--- src/rtl/traffic_light_monitor.sv ---
// Receive-side checker for the R/Y/G lamp interface: decodes lamp phase, tracks the
// RED->GREEN->YELLOW cycle, enforces dwell limits and latches the first fault cause.
module traffic_light_monitor #(
    parameter int unsigned CNT_W      = 8,
    parameter int unsigned CYC_W      = 16,
    parameter int unsigned MIN_RED    = 2,
    parameter int unsigned MIN_GREEN  = 2,
    parameter int unsigned MIN_YELLOW = 1,
    parameter int unsigned MAX_YELLOW = 8
) (
    input  logic             clk,
    input  logic             reset,
    input  logic             R,
    input  logic             Y,
    input  logic             G,
    input  logic             clr_fault,
    output logic [1:0]       phase,
    output logic             phase_chg,
    output logic             fault,
    output logic [2:0]       fault_code,
    output logic [CNT_W-1:0] dwell,
    output logic [CYC_W-1:0] cyc_cnt
);

    typedef enum logic [2:0] {
        ST_IDLE,
        ST_RED,
        ST_GREEN,
        ST_YELLOW,
        ST_FAULT
    } state_t;

    typedef enum logic [2:0] {
        LMP_DARK,
        LMP_RED,
        LMP_GRN,
        LMP_YEL,
        LMP_ILL
    } lamp_t;

    localparam logic [1:0] PH_IDLE   = 2'd0;
    localparam logic [1:0] PH_RED    = 2'd1;
    localparam logic [1:0] PH_GREEN  = 2'd2;
    localparam logic [1:0] PH_YELLOW = 2'd3;

    localparam logic [2:0] FC_NONE    = 3'd0;
    localparam logic [2:0] FC_ILLEGAL = 3'd1;
    localparam logic [2:0] FC_DARK    = 3'd2;
    localparam logic [2:0] FC_SEQ     = 3'd3;
    localparam logic [2:0] FC_SHORT   = 3'd4;
    localparam logic [2:0] FC_LONG    = 3'd5;

    // Input sample stage; clr_fault rides alongside so every output sees a 2-edge latency.
    logic [2:0]       lamps_q;
    logic             clr_q;

    state_t           state_q, state_d;
    logic [1:0]       phase_q, phase_d;
    logic             chg_q, chg_d;
    logic [2:0]       code_q, code_d;
    logic [CNT_W-1:0] dwell_q, dwell_d;
    logic [CYC_W-1:0] cyc_q, cyc_d;

    lamp_t            lamp;
    lamp_t            cur_lamp;
    lamp_t            succ_lamp;
    state_t           succ_state;
    logic [1:0]       succ_phase;
    int unsigned      min_hold;
    logic [CNT_W-1:0] dwell_inc;
    logic [2:0]       cause;

    always_ff @(posedge clk or negedge reset) begin
        if (!reset) begin
            lamps_q <= '0;
            clr_q   <= 1'b0;
        end else begin
            lamps_q <= {R, Y, G};
            clr_q   <= clr_fault;
        end
    end

    always_comb begin
        lamp = LMP_ILL;
        case (lamps_q)
            3'b100:  lamp = LMP_RED;
            3'b010:  lamp = LMP_YEL;
            3'b001:  lamp = LMP_GRN;
            3'b000:  lamp = LMP_DARK;
            default: lamp = LMP_ILL;
        endcase
    end

    always_comb begin
        cur_lamp   = LMP_DARK;
        succ_lamp  = LMP_DARK;
        succ_state = ST_IDLE;
        succ_phase = PH_IDLE;
        min_hold   = 0;
        case (state_q)
            ST_RED: begin
                cur_lamp   = LMP_RED;
                succ_lamp  = LMP_GRN;
                succ_state = ST_GREEN;
                succ_phase = PH_GREEN;
                min_hold   = MIN_RED;
            end
            ST_GREEN: begin
                cur_lamp   = LMP_GRN;
                succ_lamp  = LMP_YEL;
                succ_state = ST_YELLOW;
                succ_phase = PH_YELLOW;
                min_hold   = MIN_GREEN;
            end
            ST_YELLOW: begin
                cur_lamp   = LMP_YEL;
                succ_lamp  = LMP_RED;
                succ_state = ST_RED;
                succ_phase = PH_RED;
                min_hold   = MIN_YELLOW;
            end
            default: ;
        endcase
    end

    assign dwell_inc = (dwell_q == '1) ? dwell_q : dwell_q + CNT_W'(1);

    always_comb begin
        state_d = state_q;
        phase_d = phase_q;
        chg_d   = 1'b0;
        code_d  = code_q;
        dwell_d = dwell_q;
        cyc_d   = cyc_q;
        cause   = FC_NONE;

        if (clr_q) begin
            state_d = ST_IDLE;
            phase_d = PH_IDLE;
            code_d  = FC_NONE;
            dwell_d = '0;
        end else begin
            case (state_q)
                ST_IDLE: begin
                    if (lamp == LMP_RED) begin
                        state_d = ST_RED;
                        phase_d = PH_RED;
                        dwell_d = CNT_W'(1);
                    end
                end
                ST_RED, ST_GREEN, ST_YELLOW: begin
                    if (lamp == cur_lamp) begin
                        if (state_q == ST_YELLOW && 32'(dwell_inc) == MAX_YELLOW + 1)
                            cause = FC_LONG;
                        else
                            dwell_d = dwell_inc;
                    end else if (lamp == succ_lamp) begin
                        if (32'(dwell_q) < min_hold) begin
                            cause = FC_SHORT;
                        end else begin
                            state_d = succ_state;
                            phase_d = succ_phase;
                            dwell_d = CNT_W'(1);
                            chg_d   = 1'b1;
                            if (state_q == ST_YELLOW)
                                cyc_d = cyc_q + CYC_W'(1);
                        end
                    end else if (lamp == LMP_ILL) begin
                        cause = FC_ILLEGAL;
                    end else if (lamp == LMP_DARK) begin
                        cause = FC_DARK;
                    end else begin
                        cause = FC_SEQ;
                    end

                    // Phase and dwell are left untouched on a fault so they freeze at detection.
                    if (cause != FC_NONE) begin
                        state_d = ST_FAULT;
                        code_d  = cause;
                    end
                end
                default: ;
            endcase
        end
    end

    always_ff @(posedge clk or negedge reset) begin
        if (!reset) begin
            state_q <= ST_IDLE;
            phase_q <= PH_IDLE;
            chg_q   <= 1'b0;
            code_q  <= FC_NONE;
            dwell_q <= '0;
            cyc_q   <= '0;
        end else begin
            state_q <= state_d;
            phase_q <= phase_d;
            chg_q   <= chg_d;
            code_q  <= code_d;
            dwell_q <= dwell_d;
            cyc_q   <= cyc_d;
        end
    end

    assign phase      = phase_q;
    assign phase_chg  = chg_q;
    assign fault      = (state_q == ST_FAULT);
    assign fault_code = code_q;
    assign dwell      = dwell_q;
    assign cyc_cnt    = cyc_q;

endmodule

--- config.mk ---
export PLATFORM = sky130hd
export DESIGN_NAME = traffic_light_monitor
export DESIGN_NICKNAME = d
export VERILOG_FILES = /design/src/rtl/traffic_light_monitor.sv
export SDC_FILE = /design/constraint.sdc
export NUM_CORES = 1
export LEC_CHECK = 0
export BUFFER_PORTS_ARGS = -buffer_cell sky130_fd_sc_hd__buf_2
export CELL_PAD_IN_SITES_DETAIL_PLACEMENT = 0
export CELL_PAD_IN_SITES_GLOBAL_PLACEMENT = 1
export CORE_ASPECT_RATIO = 0.8
export CORE_MARGIN = 1
export CORE_UTILIZATION = 35
export DETAILED_ROUTE_END_ITERATION = 16
export GPL_TIMING_DRIVEN = 0
export PLACE_DENSITY = 0.65
export SLEW_MARGIN = 0
export SYNTH_ARGS = -nofsm -noshare
export SYNTH_HDL_FRONTEND = slang
export SYNTH_SLANG_ARGS = --single-unit
--- constraint.sdc ---
create_clock -name clk -period 5.8 [get_ports clk]
set_input_delay 0.58 -clock clk [delete_from_list [all_inputs] [get_ports clk]]
set_output_delay 0.58 -clock clk [all_outputs]
set_load 0.005 [all_outputs]
==> key figures <==
Run status
  – Outcome: complete, no violations

Clock tree
  – Sink Count: 37
  – H-tree levels: 2
  – Max Buffers Root-to-Sink: 2
  – Clk Latency, worst-skew pair: 0.30 ns
  – CTS clk-pin slew, worst paths: around 0.090 ns
  – CTS tree: yes
  – Post-CTS Setup Inserts: 0
  – Hold buffers post-CTS: 0
  – TritonCTS buffer count: 5
  – Post_cts resized: 0
  – Clk root buf: clkbuf_8

Die
  – Die Wd: 92.2 um
  – Initial cell density of the core: around 37%
  – Placeable Area: around 6100 um2
  – Die area: 6830 um2
  – Top Ports: 37
  – Site Rows: 25
  – DIE HEIGHT: around 74 um

Power and ir drop
  – Clock power share: between 30% and 40%
  – Switching component of the power: about 150 uW
  – Pint: roughly 370 uW
  – Lkg Pwr: about 1.3 nW
  – Power Dens Cells: 195 nW/um2
  – Switching Share: 28.8%
  – Comb pwr share: a little over a tenth
  – Sequential Power Share: about half
  – VDD IR max: 77.9 uV

Placement
  – Placed Cells incl. Taps: approximately 360
  – Gpl congestion: approximately 0.76
  – I/O Buffers: 36
  – DP HPWL: a little over 4 mm

Route
  – Wire length per cell: roughly 15 um
  – Final ANT Viol Nets: 0
  – First DRT Iteration DRCs: 99
  – Vias per inst: 5.29
  – Via count: approximately 2,000
  – First-pass DRT Iterations: 4
  – DRC: 0
  – Routed wire length: ~5.6 mm

Timing
  – Final Hold Viols: 0
  – RSZ-0062 raised after global routing: false
  – Fmax achieved: slightly above 0.3 GHz
  – Worst-Margin Slew: roughly 0.87 ns
  – Final period utilization: a little under three fifths
  – Slew Limit Headroom: between 40% and 50%
  – Setup Skew: approximately 0.012 ns
  – Hold slack final: around 0.38 ns
  – Setup TNS: 0 ns
  – Tmin final: ~3.2 ns
  – Final setup violation count: 0
  – Pins Over Slew Limit: 0

Layout
  – Filler cells: 646
  – N_diodes: 0
  – Footprint of the multi-input gates: approximately 1300 um2
  – Fin nets: 298
  – Share of layout cells above drive strength 1: between 20% and 30%
  – P&R area growth vs syn: 16.3%
  – Flip-flop and latch area: ~930 um2
  – Layout Cells excl Fill: between 300 and 400

Synthesis
  – FFs w/ async S/R, synth: 100%
  – Synthesized area per cell: 9.26 um2
  – Unique cell type count in the Yosys netlist: 58
  – Sequential cell area fraction in the yosys report: between 40 and 50%
  – Synthesized Nets: roughly 260
  – Cell Area, Synth: around 2300 um2
  – Yosys reg bits: 37
  – Synthesis Warnings: 0
  – Synth Instances: 246
  – Number of synthesized flops with an enable pin: 0
  – Main synth FF type: dfrtp_1

Worst setup path
  – Worst path arrival time: 3.42 ns
  – Critical Path Fanout Max: 10
  – Worst path required time: 5.99 ns
  – CP startpoint kind: register
  – R2R cell count: 11
  – CP Class: register to register
  – Setup crit end kind: register

GRT
  – Largest net degree at the start of global routing: 38
  – GRT overflow: 0
  – Total GRT Usage: 17.3%
  – First-pass GRT wire length: about 9 mm
  – Number of global-route vias before repair: ~1,800
  – Initial antenna violation count: 0

Min path
  – Hold Crit Class: primary input to async pin

Run
  – Max-cap check violation count: 0
==> routing by layer <==
| metal | global-route usage (%) | vias up | part of all wire [%] | routed length (um) |
|---|---|---|---|---|
| li1 | - | 978 | - | - |
| met1 | 27.9 | 945 | 57 | 3200 |
| met2 | 22.5 | 36 | 38 | 2120 |
| met3 | 3.89 | 4 | 3.7 | 208 |
| met4 | 4.86 | 0 | 0.65 | 36 |
| met5 | 0 | - | 0 | 0 |
==> worst max-delay path: stages, from the launching register on <==
cell and delay, ns:
dfrtp_1 0.36, buf_2 0.17, clkbuf_1 0.23, nand2b_1 0.20, a21o_1 0.24, ha_1 0.20
or4_4 0.49, a211oi_4 0.33, a21oi_2 0.16, o31ai_4 0.45, nor3b_1 0.11, o21a_1 0.18
==> registers in the layout (all words and copies together) (netlist names) <==
signal / flops
dwell: 8
lamps_q: 3
phase_chg: 1
cyc_cnt: 16
fault_code: 3
clr_q: 1
state_q: 3
phase: 2
==> cell usage after synthesis, drive strengths merged (5+ instances only) <==
library cell	n	area (um2)
a21oi	18	93.8
nand3	11	55.1
nand2	16	60.1
buf	9	50.0
nor2	30	113
o21ai	12	60.1
clkbuf	6	22.5
xnor2	8	70.1
nor3	7	45.0
nand4	7	58.8
dfrtp	37	926
xor2	8	70.1
a21o	5	37.5
nor3b	7	52.6
and3	5	31.3
==> power groups by stage <==
stage | Clock [mW] | Sequential, mW | Combinational (mW)
floorplan | 0 | 0.270 | 0.0368
global placement | 0 | 0.271 | 0.0574
detailed placement | 0 | 0.271 | 0.0566
CTS | 0.196 | 0.266 | 0.0570
global route | 0.208 | 0.267 | 0.0629
finish | 0.194 | 0.266 | 0.0567
==> final cells by class <==
type	instances	share of cell area, %
Timing Repair Buffer	36	6.80
Multi-Input combinational cell	190	47.7
Inverter	4	0.567
Tap cell	81	3.83
Buffer	15	2.74
Clock inverter	3	0.803
Clock buffer	5	2.60
Sequential cell	37	35.0
==> cell usage in the layout, fill, tap and decap left out, drive strengths merged, types with 3 or more instances in the layout <==
master / synthesis / routed
nand2: 16 / 16
buf: 9 / 45
and3b: 4 / 4
nor2: 30 / 30
dfrtp: 37 / 37
a21oi: 18 / 18
a21o: 5 / 5
nor3: 7 / 7
or4: 3 / 3
o31ai: 3 / 3
xnor2: 8 / 8
a31oi: 3 / 3
nor3b: 7 / 7
nand4: 7 / 7
o21ai: 12 / 12
and3: 5 / 5
clkbuf: 6 / 11
a21boi: 4 / 4
inv: 4 / 5
xor2: 8 / 8
nand3: 11 / 11
ha: 3 / 3
==> kinds of logic after synthesis <==
group	after synthesis	share of synthesized area (%)
multiplexers	3	1.43
AND/OR/NAND/NOR	107	26.9
XOR/XNOR	16	6.15
flip-flops	37	40.7
buffers and inverters	19	3.85
AO/OA/AOI/OAI	61	19.3
adder cells (fa/ha/maj)	3	1.65
==> path summary, 6_finish.rpt <==
kind / from / endpoint / slack [ns]
max in group asynchronous: reset / state_q[1]$_DFFE_PN0P_ / 4.86
min reg2reg: cyc_cnt[15]$_DFFE_PN0P_ / cyc_cnt[15]$_DFFE_PN0P_ / 0.46
max: state_q[1]$_DFFE_PN0P_ / dwell[0]$_DFFE_PN0P_ / 2.57
max reg2reg: state_q[1]$_DFFE_PN0P_ / dwell[0]$_DFFE_PN0P_ / 2.57
min: reset / dwell[5]$_DFFE_PN0P_ / 0.38
min in group clk: clr_fault / clr_q$_DFF_PN0_ / 0.38
==> per-stage QoR <==
step	utilization, %	setup WS (ns)	total power [mW]	area [um2]
final	43.4	2.57	0.516	2650
after global routing	43.4	2.36	0.537	2650
after CTS	43.4	2.58	0.519	2650
after detailed placement	41.9	2.60	0.327	2560
after global placement	41.9	2.58	0.328	2560
after floorplan	-	3.03	0.307	2280
(Power assumes the default switching activity.)
